===== src/rtl/taxi_meter_ctrl.sv =====
// Taxi meter controller: trip distance, fare and waiting-time accounting.
// States are IDLE, RUN, WAIT and STOP. Every output except point is registered.
module taxi_meter_ctrl #(
  parameter int unsigned BASE_FARE   = 100,
  parameter int unsigned BASE_DIST   = 30,
  parameter int unsigned DIST_RATE   = 2,
  parameter int unsigned IDLE_THRESH = 5,
  parameter int unsigned WAIT_UNIT   = 60,
  parameter int unsigned WAIT_RATE   = 10,
  parameter int unsigned MAX_VAL     = 9999
) (
  input  logic        sys_clk,
  input  logic        sys_reset,
  input  logic        key_start,
  input  logic        key_stop,
  input  logic        wheel_pulse,
  input  logic        tick_1s,
  output logic [1:0]  state,
  output logic [15:0] data_km,
  output logic [15:0] data_fare,
  output logic [15:0] wait_sec,
  output logic [3:0]  point
);

  localparam int unsigned DW     = 16;
  localparam int unsigned IDLE_W = $clog2(IDLE_THRESH + 1);
  localparam int unsigned WSEC_W = $clog2(WAIT_UNIT + 1);

  localparam logic [1:0] S_IDLE = 2'b00;
  localparam logic [1:0] S_RUN  = 2'b01;
  localparam logic [1:0] S_WAIT = 2'b10;
  localparam logic [1:0] S_STOP = 2'b11;

  logic [1:0]        state_q, state_d;
  logic [DW-1:0]     km_q, km_d;
  logic [DW-1:0]     fare_q, fare_d;
  logic [DW-1:0]     ws_q, ws_d;
  logic [IDLE_W-1:0] idle_q, idle_d;
  logic [WSEC_W-1:0] wsec_q, wsec_d;
  logic              wrapped_q, wrapped_d;
  logic [IDLE_W-1:0] idle_inc;
  logic [WSEC_W-1:0] wsec_inc;

  function automatic logic [DW-1:0] sat_add(input logic [DW-1:0] a, input logic [DW-1:0] b);
    logic [DW:0] s;
    s = {1'b0, a} + {1'b0, b};
    if (s > (DW+1)'(MAX_VAL)) return DW'(MAX_VAL);
    return s[DW-1:0];
  endfunction

  assign idle_inc = idle_q + IDLE_W'(1);
  assign wsec_inc = wsec_q + WSEC_W'(1);

  // Next-state and datapath update
  always_comb begin
    state_d   = state_q;
    km_d      = km_q;
    fare_d    = fare_q;
    ws_d      = ws_q;
    idle_d    = idle_q;
    wsec_d    = wsec_q;
    wrapped_d = wrapped_q;
    case (state_q)
      S_IDLE, S_STOP: begin
        if (key_start) begin
          state_d   = S_RUN;
          km_d      = '0;
          fare_d    = DW'(BASE_FARE);
          ws_d      = '0;
          idle_d    = '0;
          wsec_d    = '0;
          wrapped_d = 1'b0;
        end
      end
      default: begin
        if (wheel_pulse) begin
          // Once the odometer has wrapped, every further pulse is chargeable
          if (km_q >= DW'(BASE_DIST) || wrapped_q) fare_d = sat_add(fare_q, DW'(DIST_RATE));
          if (km_q >= DW'(MAX_VAL)) begin
            km_d      = '0;
            wrapped_d = 1'b1;
          end else begin
            km_d = km_q + DW'(1);
          end
          idle_d  = '0;
          state_d = S_RUN;
        end else if (tick_1s && state_q == S_RUN) begin
          if (idle_inc >= IDLE_W'(IDLE_THRESH)) begin
            idle_d  = '0;
            state_d = S_WAIT;
          end else begin
            idle_d = idle_inc;
          end
        end
        if (tick_1s && state_q == S_WAIT) begin
          if (ws_q != {DW{1'b1}}) ws_d = ws_q + DW'(1);
          if (wsec_inc >= WSEC_W'(WAIT_UNIT)) begin
            wsec_d = '0;
            fare_d = sat_add(fare_d, DW'(WAIT_RATE));
          end else begin
            wsec_d = wsec_inc;
          end
        end
        if (key_stop) state_d = S_STOP;
      end
    endcase
  end

  always_ff @(posedge sys_clk) begin
    if (sys_reset) begin
      state_q   <= S_IDLE;
      km_q      <= '0;
      fare_q    <= '0;
      ws_q      <= '0;
      idle_q    <= '0;
      wsec_q    <= '0;
      wrapped_q <= 1'b0;
    end else begin
      state_q   <= state_d;
      km_q      <= km_d;
      fare_q    <= fare_d;
      ws_q      <= ws_d;
      idle_q    <= idle_d;
      wsec_q    <= wsec_d;
      wrapped_q <= wrapped_d;
    end
  end

  assign state     = state_q;
  assign data_km   = km_q;
  assign data_fare = fare_q;
  assign wait_sec  = ws_q;
  assign point     = 4'b0010;

endmodule

===== config.mk =====
export PLATFORM = sky130hd
export DESIGN_NAME = taxi_meter_ctrl
export DESIGN_NICKNAME = d
export VERILOG_FILES = /design/src/rtl/taxi_meter_ctrl.sv
export SDC_FILE = /design/constraint.sdc
export NUM_CORES = 1
export LEC_CHECK = 0
export CORE_MARGIN = 1
export CORE_UTILIZATION = 30
export DETAILED_ROUTE_END_ITERATION = 16
export MAX_ROUTING_LAYER = met4
export PLACE_DENSITY = 0.55
export REMOVE_ABC_BUFFERS = 1
export SLEW_MARGIN = 20
export SYNTH_ARGS = -nofsm -noshare
export SYNTH_HDL_FRONTEND = slang
export SYNTH_SLANG_ARGS = --single-unit

===== constraint.sdc =====
create_clock -name sys_clk -period 4.2 [get_ports sys_clk]
set_input_delay 0.84 -clock sys_clk [delete_from_list [all_inputs] [get_ports sys_clk]]
set_output_delay 0.84 -clock sys_clk [all_outputs]
set_load 0.1 [all_outputs]

==> results.py, run 1 <==
metrics = {
    "setup_path": {
        "reg2reg_slack_ns": 0.08,
        "worst_r2r_endpoint": "data_fare[13]",
        "crit_path_end_kind": "register",
        "crit_buf_inv": 3,
        "cp-startpoint": "data_fare[2]",
        "worst_path_largest_cell_delay_ns": 0.54,
        "critPathRequiredTime_ns": 4.47,
        "crit_arrival_ns": 4.39,
        "crit_fanout": 7,
        "critPathKind": "reg -> reg",
        "cp-start-kind": "register",
        "r2r_cells": 17,
        "r2r-start": "data_fare[2]",
        "crit_family": "compound AO/OA/AOI/OAI gates",
        "cp_cell_sequence": "ha_4, buf_6, a311oi_2, a31oi_2, buf_4, or4_4, o2bb2ai_4, a21oi_2, ha_2, buf_6, xnor2_2, or4b_4, a221oi_4, a21oi_2, a31o_4, a221o_1, a21oi_1",
        "crit_path_top_delay_cell": "or4_4",
    },
    "timing": {
        "drv_slew": 0,
        "slew_headroom_pct": 29.3,
        "max_freq_mhz": 242,
        "tns_ns": 0,
        "fin_crit_sh_pct": 98.2,
        "setup_viol_count_final": 0,
        "hold_viol": 0,
        "setup_ws_ns": 0.0754,
        "worstMarginPinSlew_ns": 1.06,
        "fin_crit_ns": 4.12,
        "skew_ns": 0.00756,
    },
    "floorplanning": {
        "start_util_pct": 31.1,
        "core_area_um2": 14100,
        "fp.dieH_um": 123,
        "die_x_um": 123,
        "io_pins": 60,
        "row_count": 43,
        "die-area_um2": 15100,
    },
    "global_route": {
        "grt_first_pass_wirelength_mm": 22.3,
        "grt_pass1_vias": 4407,
        "grt.met2_usage_pct": 30.2,
        "grt_util_met3_pct": 4.47,
        "grt_overflow_total": 0,
        "grt_antenna_before_repair": 0,
        "grt_use_met1_pct": 25.0,
        "grtUsageTotal_pct": 19.8,
        "grt_max_degree": 21,
        "grt_busiest_layer": "met2",
    },
    "worst_hold_path": {
        "worst_hold_path.num_cells": 2,
        "hold-path-endpoint": "wrapped_q",
        "hp-start": "wrapped_q",
        "hp-class": "reg -> reg",
    },
    "yosys": {
        "synth-xor-area-share_pct": 10.2,
        "synthCells": 561,
        "yosys.area_share.simple_pct": 29.8,
        "ys_types": 76,
        "synth_edf_count": 0,
        "synth_ff_type": "dfxtp_1",
        "synthMuxAreaShare_pct": 2.17,
        "synth_compound_area_share_pct": 20.1,
        "ys_seq_elements": 60,
        "synth_adder_area_share_pct": 3.14,
        "synth_area_um2": 4390,
        "yosysSeqAreaShare_pct": 27.4,
        "yosysWarnings": 0,
        "synthArstFlopShare_pct": 0,
        "synth_top_family_by_area": "simple AND/OR/NAND/NOR gates",
        "synth_area_per_cell_um2": 7.82,
    },
    "cts": {
        "clock_tree.root_cell": "clkbuf_16",
        "hold_buffers": 0,
        "clock_latency_ns": 0.34,
        "cts_buffers": 9,
        "clk_path_buf_depth": 2,
        "cts_tree": "yes",
        "path_clk_slew_ns": 0.06,
        "cts.sinks": 60,
        "cts-htree-levels": 3,
    },
    "drt": {
        "drc": 0,
        "wl_mm": 14.3,
        "drtIter0Drc": 410,
        "drt_first_pass_iters": 5,
        "antenna_left": 0,
        "wire_per_inst_um": 16.6,
        "vias_per_cell": 5.45,
        "vias": 4684,
    },
    "pwr": {
        "p_leak_nw": 2.30,
        "ir_drop_mv": 0.278,
        "power_density_nw_per_um2": 360,
    },
    "job": {
        "cap_viol_max_count": 0,
    },
    "layout": {
        "syn2layout_area_growth_pct": 38.8,
        "n_antenna_cell": 0,
        "layout-drive-gt1-share_pct": 23.4,
        "final_cells": 860,
        "nFillCells": 1421,
        "stdcell_area_um2": 6090,
        "nets": 692,
    },
    "place": {
        "pre_cts_ws_ns": -0.185,
        "gp_congestion": 0.972,
        "detailed_place.area_um2": 5470,
        "dpl.hpwl_mm": 10.3,
        "io_buffers": 55,
        "dp_cells": 839,
    },
    "outcome": {
        "run_status": "completed",
    },
}
## sequential cells by signal, summed over array words and instances, names as in the netlist
| register | count |
|---|---|
| wrapped_q | 1 |
| wait_sec | 16 |
| state | 2 |
| wsec_q | 6 |
| data_km | 16 |
| idle_q | 3 |
| data_fare | 16 |
## how the worst max path moves through the flow
stage / endpoint / depth (start not counted)
global route: data_fare[13] / 17
global placement: data_fare[13] / 11
CTS: data_fare[13] / 17
floorplan: data_fare[13] / 16
finish: data_fare[13] / 17
detailed placement: data_fare[13] / 17
## where the power goes
group	internal (W)	total (W)	switching, W
Combinational	0.000211	0.000686	0.000476
Clock	0.000583	0.000877	0.000294
Sequential	0.000596	0.000628	0.0000315
Total	0.00139	0.00219	0.000801
## worst min-delay path, stage by stage (launching register included)
cell     delay (ns)
dfxtp_1        0.33
nor2_1         0.05
nor2_1         0.07
## routing by layer
| layer | up-vias | wire length [um] |
|---|---|---|
| li1 | 2238 | - |
| met2 | 188 | 6510 |
| met4 | 0 | 396 |
| met3 | 34 | 1010 |
| met5 | - | 0 |
| met1 | 2224 | 6370 |
## area by class of cell
class                   instances  area, um^2  share of cell area [%]
clock buffers                   9         225                    3.70
repair buffers                135        1170                    19.2
inverters                      10        37.5                   0.617
flip-flops and latches         60        1210                    19.9
clock inverters                 7         124                    2.03
well taps                     180         225                    3.70
multi-input cells             459        3100                    50.9
## kinds of logic after synthesis
| logic type | after synthesis |
|---|---|
| simple gates | 259 |
| compound gates | 124 |
| flops | 60 |
| xor+xnor | 51 |
| buf+inv | 45 |
| fa+ha+maj | 11 |
| mux | 9 |
| other cells | 2 |
## cells in the final DEF (no fill, tap or decap), types with 3 or more instances in the layout
cell type and instances:
a211o_1 4, a21o_1 7, a21oi_1 24, a22oi_1 4, a31oi_1 4, and3_1 13
and4_1 4, buf_4 75, buf_6 5, bufinv_16 3, clkbuf_16 9, clkdlybuf4s50_1 55
conb_1 4, dfxtp_1 56, dfxtp_2 3, ha_1 9, inv_1 10, mux2_2 4
mux2i_1 5, nand2_1 51, nand2b_1 3, nand3_1 17, nand3b_1 3, nand4_1 5
nor2_1 95, nor3_1 20, nor3b_1 4, nor4_1 6, o211ai_1 4, o21a_1 3
o21ai_0 20, o21ai_1 3, o22ai_1 4, o31ai_1 3, or2_2 5, or3_1 5
xnor2_1 22, xor2_1 28
## repair_timing
| item | in CTS | in global routing |
|---|---|---|
| setup buffers | 2 | 2 |
| setup endpoints to repair | 13 | 14 |
| gates cloned | 1 | 0 |
| gates resized for setup | 8 | 41 |
| pin swaps | 2 | 19 |
## synth_stat cells (all sizes together) (3+ instances only)
master,count,area (um^2)
buf,13,96.3
a21o,7,52.6
a31o,3,35.0
a21oi,26,134
or4,3,28.8
nor3,21,105
mux2i,5,50.1
nand3,19,108
a311oi,4,35.0
o31ai,4,30.0
a21boi,3,26.3
o21ai,25,125
nand3b,3,22.5
o2111ai,4,35.0
o211ai,4,30.0
nor2,96,360
a211o,5,45.0
o21a,3,22.5
and3,15,95.1
nor4,9,71.3
dfxtp,60,1200
nor3b,5,37.5
clkbuf,21,165
nand4,7,73.8
or2,6,37.5
nand2,52,195
a221oi,4,35.0
xor2,28,245
o22ai,4,25.0
inv,10,37.5
or3,6,37.5
a31oi,6,37.5
mux2,4,45.0
nand2b,3,18.8
ha,11,138
a22oi,5,37.5
and4,5,43.8
xnor2,23,201
## through the flow
step | total power (W) | hold WS, ns | util, %
finish | 0.00219 | 0.485 | 43.2
global route | 0.00228 | 0.534 | 43.2
CTS | 0.00217 | 0.496 | 41.7
detailed placement | 0.00128 | 0.482 | 38.8
global placement | 0.00127 | 0.472 | 38.8
floorplan | 0.00106 | 0.442 | -
Note: power is estimated with default switching activity, not from simulation.
==> run 2: changes to the inputs <==
CORE_MARGIN = unset   (was 1)
CTS_CLUSTER_SIZE = 25   (was unset)
SETUP_SLACK_MARGIN = 0.2   (was unset)
==> run 2 against run 1 <==
  * Final cell count is 0.70% higher
  * Worst setup slack worse by 0.013 ns
  * First-iteration DRC count is 2.2% lower
  * Critical path depth stayed put
  * Sequential power hardly changed
  * Register-to-register slack hardly changed
  * Largest power group unchanged
==> results.py, run 2 (synthesized netlist as in run 1, its figures left out) <==
metrics = {
    "layout": {
        "mostFrequentLayoutCell": "nor2_1",
        "final_cells": 866,
        "layout_common_cells": "nor2_1 (94), buf_4 (77), clkdlybuf4s50_1 (55)",
        "stdcell_area_um2": 6190,
        "n_antenna_cell": 0,
        "nets": 698,
        "syn2layout_area_growth_pct": 41.1,
        "layout-drive-gt1-share_pct": 25.2,
    },
    "floorplanning": {
        "die-area_um2": 15100,
        "die_x_um": 123,
        "core_area_um2": 14100,
        "row_count": 43,
        "fp.dieH_um": 123,
        "io_pins": 60,
        "start_util_pct": 31.1,
    },
    "global_route": {
        "grtUsageTotal_pct": 19.8,
        "grt_first_pass_wirelength_mm": 22.3,
        "grt_max_degree": 21,
        "grt_overflow_total": 0,
        "grt_pass1_vias": 4409,
        "grt_antenna_before_repair": 0,
    },
    "setup_path": {
        "critPathRequiredTime_ns": 4.43,
        "crit_path_end_kind": "register",
        "critPathKind": "reg -> reg",
        "cp-start-kind": "register",
        "crit_fanout": 7,
        "crit_arrival_ns": 4.37,
    },
    "place": {
        "detailed_place.area_um2": 5470,
        "pre_cts_ws_ns": -0.185,
        "dpl.hpwl_mm": 10.3,
        "gp_congestion": 0.972,
        "dp_cells": 839,
        "io_buffers": 55,
    },
    "cts": {
        "clock_latency_ns": 0.34,
        "cts_buffers": 9,
        "cts_tree": "yes",
        "path_clk_slew_ns": 0.06,
        "cts.sinks": 60,
        "clock_tree.root_cell": "clkbuf_16",
        "cts-htree-levels": 3,
        "hold_buffers": 0,
        "clk_path_buf_depth": 2,
    },
    "timing": {
        "fin_crit_sh_pct": 98.5,
        "worstMarginPinSlew_ns": 1.06,
        "max_freq_mhz": 242,
        "fin_crit_ns": 4.14,
        "hold_viol": 0,
        "grt_setup_unrepaired": "true",
        "setup_ws_ns": 0.0621,
        "setup_viol_count_final": 0,
        "drv_slew": 0,
        "skew_ns": 0.00801,
        "slew_headroom_pct": 29.4,
        "tns_ns": 0,
        "hold_ws_ns": 0.485,
    },
    "job": {
        "cap_viol_max_count": 0,
    },
    "pwr": {
        "p_leak_nw": 2.36,
        "ir_drop_mv": 0.278,
        "power_density_nw_per_um2": 355,
    },
    "drt": {
        "vias_per_cell": 5.40,
        "drc": 0,
        "drt_first_pass_iters": 5,
        "wl_mm": 14.3,
        "vias": 4675,
        "antenna_left": 0,
        "wire_per_inst_um": 16.5,
        "drtIter0Drc": 401,
    },
    "outcome": {
        "run_status": "completed",
    },
    "worst_hold_path": {
        "hp-class": "reg -> reg",
    },
}
run 2: layout make-up:
type                            count  area (um^2)
Fill cell                        1401         7910
Multi-Input combinational cell    459         3130
Timing Repair Buffer              141         1230
Sequential cell                    60         1220
Clock buffer                        9          225
Tap cell                          180          225
Clock inverter                      7          124
Inverter                           10         37.5
run 2: worst paths after layout:
path	cells past startpoint	from	slack, ns	end
hold / removal	2	wrapped_q	0.48	wrapped_q
setup / recovery	17	data_fare[1]	0.06	data_fare[4]
hold reg to reg	2	wrapped_q	0.48	wrapped_q
setup reg to reg	17	data_fare[1]	0.06	data_fare[4]
run 2: critical path: stages (launching register included):
cell,delay (ns)
dfxtp_4,0.35
ha_4,0.16
buf_6,0.12
a311oi_2,0.26
a31oi_2,0.08
buf_4,0.15
or4_4,0.54
o2bb2ai_4,0.21
o21ai_2,0.08
ha_2,0.22
buf_6,0.14
xnor2_2,0.13
or4b_4,0.50
a221oi_4,0.28
a21oi_2,0.10
a31o_4,0.26
buf_4,0.15
a221o_1,0.30
run 2: routing by layer:
layer / part of all wire [%] / GRT usage (%)
met1: 46 / 24.9
met2: 46 / 30.3
met3: 6.0 / 4.80
met4: 2.5 / 8.31
met5: 0 / -
run 2: report_power, final:
group	internal [W]	switching, W
Clock	0.000583	0.000295
Sequential	0.000597	0.0000324
Combinational	0.000215	0.000474
Total	0.00140	0.000802
run 2: what timing repair did:
action,CTS,global route
buffers inserted,7,3
gates resized for setup,37,28
pin swaps,20,24
endpoints found under the setup margin,14,14
gates cloned,1,0
run 2: through the flow:
stage / utilization [%] / power (W)
after global placement: 38.8 / 0.00127
after detailed placement: 38.8 / 0.00128
after global routing: 43.9 / 0.00229
final: 43.9 / 0.00220
after floorplan: - / 0.00106
after CTS: 42.9 / 0.00219
